[src/rtl/noc_link_credit_buffer.sv]
// rtl/noc_link_credit_buffer.sv - credit-gated link buffer between two routers
// Local FIFO forwards flits only while downstream credits remain; optional retiming on both directions.
module noc_link_credit_buffer #(
    parameter int FLIT_WIDTH         = 32,
    parameter int DEST_WIDTH         = 6,
    parameter int BUFFER_DEPTH       = 2,
    parameter int DOWNSTREAM_CREDITS = 2,
    parameter int NUM_PIPELINE       = 1
) (
    input  logic                                    clk_noc,
    input  logic                                    rst_n,
    input  logic [FLIT_WIDTH-1:0]                   data_in,
    input  logic [DEST_WIDTH-1:0]                   dest_in,
    input  logic                                    is_tail_in,
    input  logic                                    send_in,
    output logic                                    credit_out,
    output logic [FLIT_WIDTH-1:0]                   data_out,
    output logic [DEST_WIDTH-1:0]                   dest_out,
    output logic                                    is_tail_out,
    output logic                                    send_out,
    input  logic                                    credit_in,
    output logic [$clog2(DOWNSTREAM_CREDITS+1)-1:0] credit_count,
    output logic [$clog2(BUFFER_DEPTH+1)-1:0]       fifo_count,
    output logic                                    overflow_err,
    output logic                                    credit_err
);

    localparam int CW = $clog2(DOWNSTREAM_CREDITS + 1);
    localparam int FW = $clog2(BUFFER_DEPTH + 1);
    localparam int PW = (BUFFER_DEPTH > 1) ? $clog2(BUFFER_DEPTH) : 1;
    localparam int EW = FLIT_WIDTH + DEST_WIDTH + 1;
    localparam int PS = (NUM_PIPELINE > 0) ? NUM_PIPELINE : 1;

    logic [EW-1:0] r_mem [BUFFER_DEPTH];
    logic [PW-1:0] r_wr_ptr;
    logic [PW-1:0] r_rd_ptr;
    logic [FW-1:0] r_fifo_count;
    logic [CW-1:0] r_credit_count;
    logic          r_overflow_err;
    logic          r_credit_err;

    logic          w_empty;
    logic          w_full;
    logic          w_deq;
    logic          w_push;
    logic [EW-1:0] w_flit_in;
    logic [EW-1:0] w_head;
    logic [PW-1:0] w_wr_ptr_nxt;
    logic [PW-1:0] w_rd_ptr_nxt;

    assign w_flit_in    = {data_in, dest_in, is_tail_in};
    assign w_head       = r_mem[r_rd_ptr];
    assign w_empty      = (r_fifo_count == '0);
    assign w_full       = (r_fifo_count == FW'(BUFFER_DEPTH));
    // Dequeue looks only at registered state, so credit_in never reaches send_out in the same cycle.
    assign w_deq        = !w_empty && (r_credit_count != '0);
    assign w_push       = send_in && (!w_full || w_deq);
    assign w_wr_ptr_nxt = (r_wr_ptr == PW'(BUFFER_DEPTH - 1)) ? '0 : r_wr_ptr + 1'b1;
    assign w_rd_ptr_nxt = (r_rd_ptr == PW'(BUFFER_DEPTH - 1)) ? '0 : r_rd_ptr + 1'b1;

    always_ff @(posedge clk_noc) begin
        if (!rst_n) begin
            r_wr_ptr       <= '0;
            r_rd_ptr       <= '0;
            r_fifo_count   <= '0;
            r_overflow_err <= 1'b0;
            for (int i = 0; i < BUFFER_DEPTH; i++) begin
                r_mem[i] <= '0;
            end
        end else begin
            if (w_push) begin
                r_mem[r_wr_ptr] <= w_flit_in;
                r_wr_ptr        <= w_wr_ptr_nxt;
            end
            if (w_deq) begin
                r_rd_ptr <= w_rd_ptr_nxt;
            end
            case ({w_push, w_deq})
                2'b10:   r_fifo_count <= r_fifo_count + 1'b1;
                2'b01:   r_fifo_count <= r_fifo_count - 1'b1;
                default: r_fifo_count <= r_fifo_count;
            endcase
            if (send_in && !w_push) begin
                r_overflow_err <= 1'b1;
            end
        end
    end

    always_ff @(posedge clk_noc) begin
        if (!rst_n) begin
            r_credit_count <= CW'(DOWNSTREAM_CREDITS);
            r_credit_err   <= 1'b0;
        end else begin
            case ({w_deq, credit_in})
                2'b10: r_credit_count <= r_credit_count - 1'b1;
                2'b01: begin
                    if (r_credit_count == CW'(DOWNSTREAM_CREDITS)) begin
                        r_credit_err <= 1'b1;
                    end else begin
                        r_credit_count <= r_credit_count + 1'b1;
                    end
                end
                default: r_credit_count <= r_credit_count;
            endcase
        end
    end

    generate
        if (NUM_PIPELINE == 0) begin : g_comb
            assign send_out    = w_deq;
            assign credit_out  = w_deq;
            assign data_out    = w_head[EW-1 -: FLIT_WIDTH];
            assign dest_out    = w_head[DEST_WIDTH:1];
            assign is_tail_out = w_head[0];
        end else begin : g_pipe
            logic [PS-1:0] r_send;
            logic [PS-1:0] r_credit;
            logic [EW-1:0] r_flit [PS];

            // Payload registers load only with a valid flit so idle stages keep their last value.
            always_ff @(posedge clk_noc) begin
                if (!rst_n) begin
                    r_send   <= '0;
                    r_credit <= '0;
                    for (int i = 0; i < PS; i++) begin
                        r_flit[i] <= '0;
                    end
                end else begin
                    r_send[0]   <= w_deq;
                    r_credit[0] <= w_deq;
                    if (w_deq) begin
                        r_flit[0] <= w_head;
                    end
                    for (int i = 1; i < PS; i++) begin
                        r_send[i]   <= r_send[i-1];
                        r_credit[i] <= r_credit[i-1];
                        if (r_send[i-1]) begin
                            r_flit[i] <= r_flit[i-1];
                        end
                    end
                end
            end

            assign send_out    = r_send[PS-1];
            assign credit_out  = r_credit[PS-1];
            assign data_out    = r_flit[PS-1][EW-1 -: FLIT_WIDTH];
            assign dest_out    = r_flit[PS-1][DEST_WIDTH:1];
            assign is_tail_out = r_flit[PS-1][0];
        end
    endgenerate

    assign credit_count = r_credit_count;
    assign fifo_count   = r_fifo_count;
    assign overflow_err = r_overflow_err;
    assign credit_err   = r_credit_err;

endmodule
[config.mk]
export PLATFORM = sky130hd
export DESIGN_NAME = noc_link_credit_buffer
export DESIGN_NICKNAME = d
export VERILOG_FILES = /design/src/rtl/noc_link_credit_buffer.sv
export SDC_FILE = /design/constraint.sdc
export NUM_CORES = 1
export LEC_CHECK = 0
export ABC_AREA = 1
export BUFFER_PORTS_ARGS = -buffer_cell sky130_fd_sc_hd__buf_2
export CORE_UTILIZATION = 40
export DETAILED_ROUTE_END_ITERATION = 12
export SYNTH_ARGS = -nofsm -noshare
export SYNTH_HDL_FRONTEND = slang
export SYNTH_SLANG_ARGS = --single-unit
[constraint.sdc]
create_clock -name clk_noc -period 3.02 [get_ports clk_noc]
set_input_delay 0 -clock clk_noc [delete_from_list [all_inputs] [get_ports clk_noc]]
set_output_delay 0 -clock clk_noc [all_outputs]
set_load 0.1 [all_outputs]
Word level (Yosys, flattened, before mapping). Memory sizes are Yosys's and may differ from the RTL's. A register that Yosys moved wholly into a read port is not among the register bits. Index checks and enable logic that the tools add are counted.

Flip-flop bits (word level): 9. RAM bits: 117. Input port bits: 43. Output and inout bits: 47. Word-level logic and storage cells: 56. Memories kept: 2.

Memories: r_mem (words 2, width 39, rd ports 1, clocked after memory_dff 1, wr ports 2, line 34) `logic [EW-1:0] r_mem [BUFFER_DEPTH];`; g_pipe.r_flit (words 1, width 39, rd ports 1, clocked after memory_dff 0, wr ports 1, line 118) `logic [EW-1:0] r_flit [PS];`.

Add/sub/neg operators: 6. Eq/ne operators: 7. Muxes and demuxes: 19. Reduce and logical (&&, ||, !) cells: 15.

Operators by type and width (number): two-way mux 39 bit (2); OR reduction 39 bit (2); two-way mux 1 bit (14); == test 2 bit (second input constant) (4); case mux 2 bit (2 select lines) (2); nonzero test 2 bit (3); adder 2 x 1 -> 2 bit (second input constant) (2); == test 2 x 1 -> 1 bit (second input constant) (2); AND reduction 2 bit (2); subtractor 2 x 1 -> 2 bit (second input constant) (2); logical AND 1 bit (3); logical NOT 1 bit (3); adder 1 bit (second input constant) (2); logical NOT 2 bit (1); two-way mux 2 bit (1); inequality test 2 bit (second input constant) (1); logical OR 1 bit (1).

Depth between registers and ports, before layout.
Word-level depth: 10. Depth in mapped cells: 10. Gate-level depth less buffers: 10.

Least setup slack after synthesis. Ideal clock, no wire load.

Path type: register to register. Start: register r_credit_count[0] (netlist: credit_count[0]). End: memory r_mem[0][0] (netlist name) (enable). Setup time: 397 ps. Arrival: 2711 ps. Required time: 2623 ps. Path slack: -88 ps. Cell stages (with the launch flop): 8. Path buffers: 1. Period minus slack after synthesis: 3108 ps. Cell sequence: dfxtp_1 -> inv_1 -> nand2_1 -> nand2_4 -> nand3_4 -> nand4_4 -> buf_6 -> nand2_1.

RTL lines: from (decl) (line 38) `logic [CW-1:0] r_credit_count;`; from (signal assigned) (line 91) `r_credit_count <= CW'(DOWNSTREAM_CREDITS);`; from (signal assigned) (line 95) `2'b10: r_credit_count <= r_credit_count - 1'b1;`; from (signal assigned) (line 100) `r_credit_count <= r_credit_count + 1'b1;`; to (decl) (line 34).

==> impl_metrics.json <==
{
  "place_ws_ps": 1080,
  "clock_path_buffers": 2,
  "fmaxAchievable_ghz": 0.520,
  "drc_errors": 0,
  "num_rows": 41,
  "vias": 3453,
  "place.gp.congestion": 0.730,
  "wl_per_cell_um": 13.5,
  "crit_fanout": 30,
  "antenna_found_initial": 0,
  "path_cells": "inv_1 > nand2_1 > nand2_4 > nand3_4 > nand4_4 > nand2_2 > buf_4",
  "dieArea_um2": 13400,
  "finClkSkew_ps": 6.16,
  "hold_class": "input pin to flop",
  "instances_no_fill": 760,
  "slowest_delay_ps": 420,
  "synthArstFlopShare_pct": 0,
  "criticalPathCategory": "flop to flop",
  "rsz0062_at_grt": "no",
  "n_fill_cell": 1146,
  "crit_arrival_ps": 1980,
  "slowest_stage": "buf_4",
  "clk_latency_ps": 410,
  "critical_path_required_ps": 3080,
  "drtAntennaViolNets": 0,
  "synthTopCellsByCount": "edfxtp_1, nand2_1, nor2_1",
  "htree_levels": 4,
  "synth_nets": 484,
  "area_growth_pct": 28.7,
  "fin_util_pct": 52.7,
  "final_nets": 620,
  "layout-drive-gt1-share_pct": 24.3,
  "startpoint_type": "flop",
  "grt_max_degree": 43,
  "yosys_most_used_dff": "edfxtp_1",
  "maxCapViolCount": 0,
  "core_um2": 12600,
  "synth_area_um2": 5170,
  "ys_types": 21,
  "worst_pin_slew_ps": 873,
  "max-slew-margin-rel_pct": 41.6,
  "hpwlAfterDp_um": 5870,
  "grt_pass1_vias": 3378,
  "synth_cells": 440,
  "synth_edf_count": 117,
  "cts_buffers": 17,
  "vias_per_cell": 4.54,
  "status": "finished clean",
  "hold_slack_ps": 437,
  "synth_area_leader_cell": "edfxtp_1",
  "boundaryPins": 90,
  "clock_sinks": 127,
  "ir_drop_v": 0.000648,
  "hold_viol_final": 0,
  "dp.cells": 686,
  "wl_um": 10200,
  "critPathCaptureType": "flop",
  "syn_area_per_cell_um2": 11.8,
  "setup_ws_ps": 1100,
  "first_pass_iters": 4,
  "power.density_nw_per_um2": 1100,
  "setup_violations": 0,
  "cellLeakagePower_nw": 2.87,
  "min_period_over_period_pct": 63.7,
  "root_buffer": "clkbuf_16",
  "grt_use_total_pct": 16.9,
  "setup_tns_ps": 0,
  "synth_top_area_share_pct": 67.9,
  "ys_top_cells_by_area": "edfxtp_1, nand2_1, nor2_1",
  "grt_pass1_wl_um": 16300,
  "chipWidth_um": 116,
  "path_clk_slew_ps": 50,
  "cts_tree": "built",
  "drtIter0Drc": 180,
  "yosysMostFrequentCell": "edfxtp_1",
  "die_h_um": 116,
  "slew_violations": 0,
  "ys_warn_count": 0,
  "yosysSeqAreaShare_pct": 71.8,
  "final.min_clock_period_ps": 1920,
  "overflow": 0,
  "diodes": 0,
  "ys_seq_elements": 127,
  "start_util_pct": 41.0,
  "io_buffer_count": 89
}
==> stage by stage <==
| stage | area (um2) | total power, mW |
|---|---|---|
| 2_1_floorplan | 5180 | 5.15 |
| 3_3_place_gp | 5710 | 5.55 |
| 3_5_place_dp | 5710 | 5.58 |
| 4_1_cts | 6650 | 7.40 |
| 5_1_grt | 6650 | 7.65 |
| 6_report | 6650 | 7.35 |
==> logic make-up (layout without fill, tap and decap cells) <==
logic type               count (synthesis)  count (layout)  synth area share (%)
adder cells (fa/ha/maj)                  1               1                 0.242
buffers and inverters                   76             224                  7.40
AO/OA/AOI/OAI                           49              49                  4.74
flip-flops                             127             127                  71.8
AND/OR/NAND/NOR                        186             186                  15.6
XOR/XNOR                                 1               1                 0.169
==> power by group <==
part	total (mW)	internal, mW	switching (mW)
Combinational	3.05	0.408	2.64
Clock	1.77	1.11	0.661
Sequential	2.54	2.40	0.139
==> sequential cells by signal (all words and copies together), names as in the netlist, named ones only <==
signal         count
r_wr_ptr           1
overflow_err       1
r_rd_ptr           1
credit_out         1
credit_err         1
g_pipe.r_flit     39
fifo_count         2
credit_count       2
r_mem             78
==> per-layer routing <==
layer / GRT usage (%) / wire length, um / up-vias
met5: 0 / 0 / -
met4: 7.44 / 195 / 0
met3: 4.76 / 455 / 17
met2: 28.1 / 5030 / 81
met1: 20.6 / 4550 / 1639
li1: - / - / 1716
==> final timing paths <==
check	to	depth (start not counted)	from	slack, ps
worst min register to register	overflow_err$_SDFFE_PN0P_	2	overflow_err$_SDFFE_PN0P_	460
worst min-delay path	r_mem[1][25]$_SDFFCE_PN0P_	4	data_in[18]	440
worst max register to register	r_mem[1][33]$_SDFFCE_PN0P_	7	credit_count[0]$_SDFFE_PN0P_	1100
worst max-delay path	r_mem[1][33]$_SDFFCE_PN0P_	7	credit_count[0]$_SDFFE_PN0P_	1100
==> repair_timing <==
action / CTS / global route
resized for setup: 0 / 0
setup buffers: 0 / 0
endpoints found under the setup margin: 0 / 0
endpoints found under the hold margin: 82 / 0
hold buffers: 43 / 0
==> cell usage in the layout, fill, tap and decap left out, types with 4 or more instances in the layout <==
cell type	count
nand2_1	89
clkbuf_1	9
buf_4	7
nor2_2	12
nand3_1	5
a21oi_1	44
buf_2	89
edfxtp_1	117
dfxtp_1	9
dlygate4sd3_1	43
inv_1	50
nor2_1	68
o21ai_0	5
nand2_2	4
clkbuf_16	17
==> critical path: cells and delay by family (launching register included) <==
kind                   cells  cell delay (ps)
AND/OR/NAND/NOR            5              640
flip-flops                 1              370
buffers and inverters      2              540
==> final cells by class <==
type / count / area [um2] / share of cell area [%]
flip-flops and latches: 127 / 3710 / 55.8
multi-input cells: 237 / 1080 / 16.3
repair buffers: 139 / 928 / 14.0
clock buffers: 29 / 500 / 7.52
well taps: 172 / 215 / 3.23
inverters: 54 / 203 / 3.05
clock inverters: 2 / 10.0 / 0.150
No activity file was read; power rests on OpenSTA's default activity.
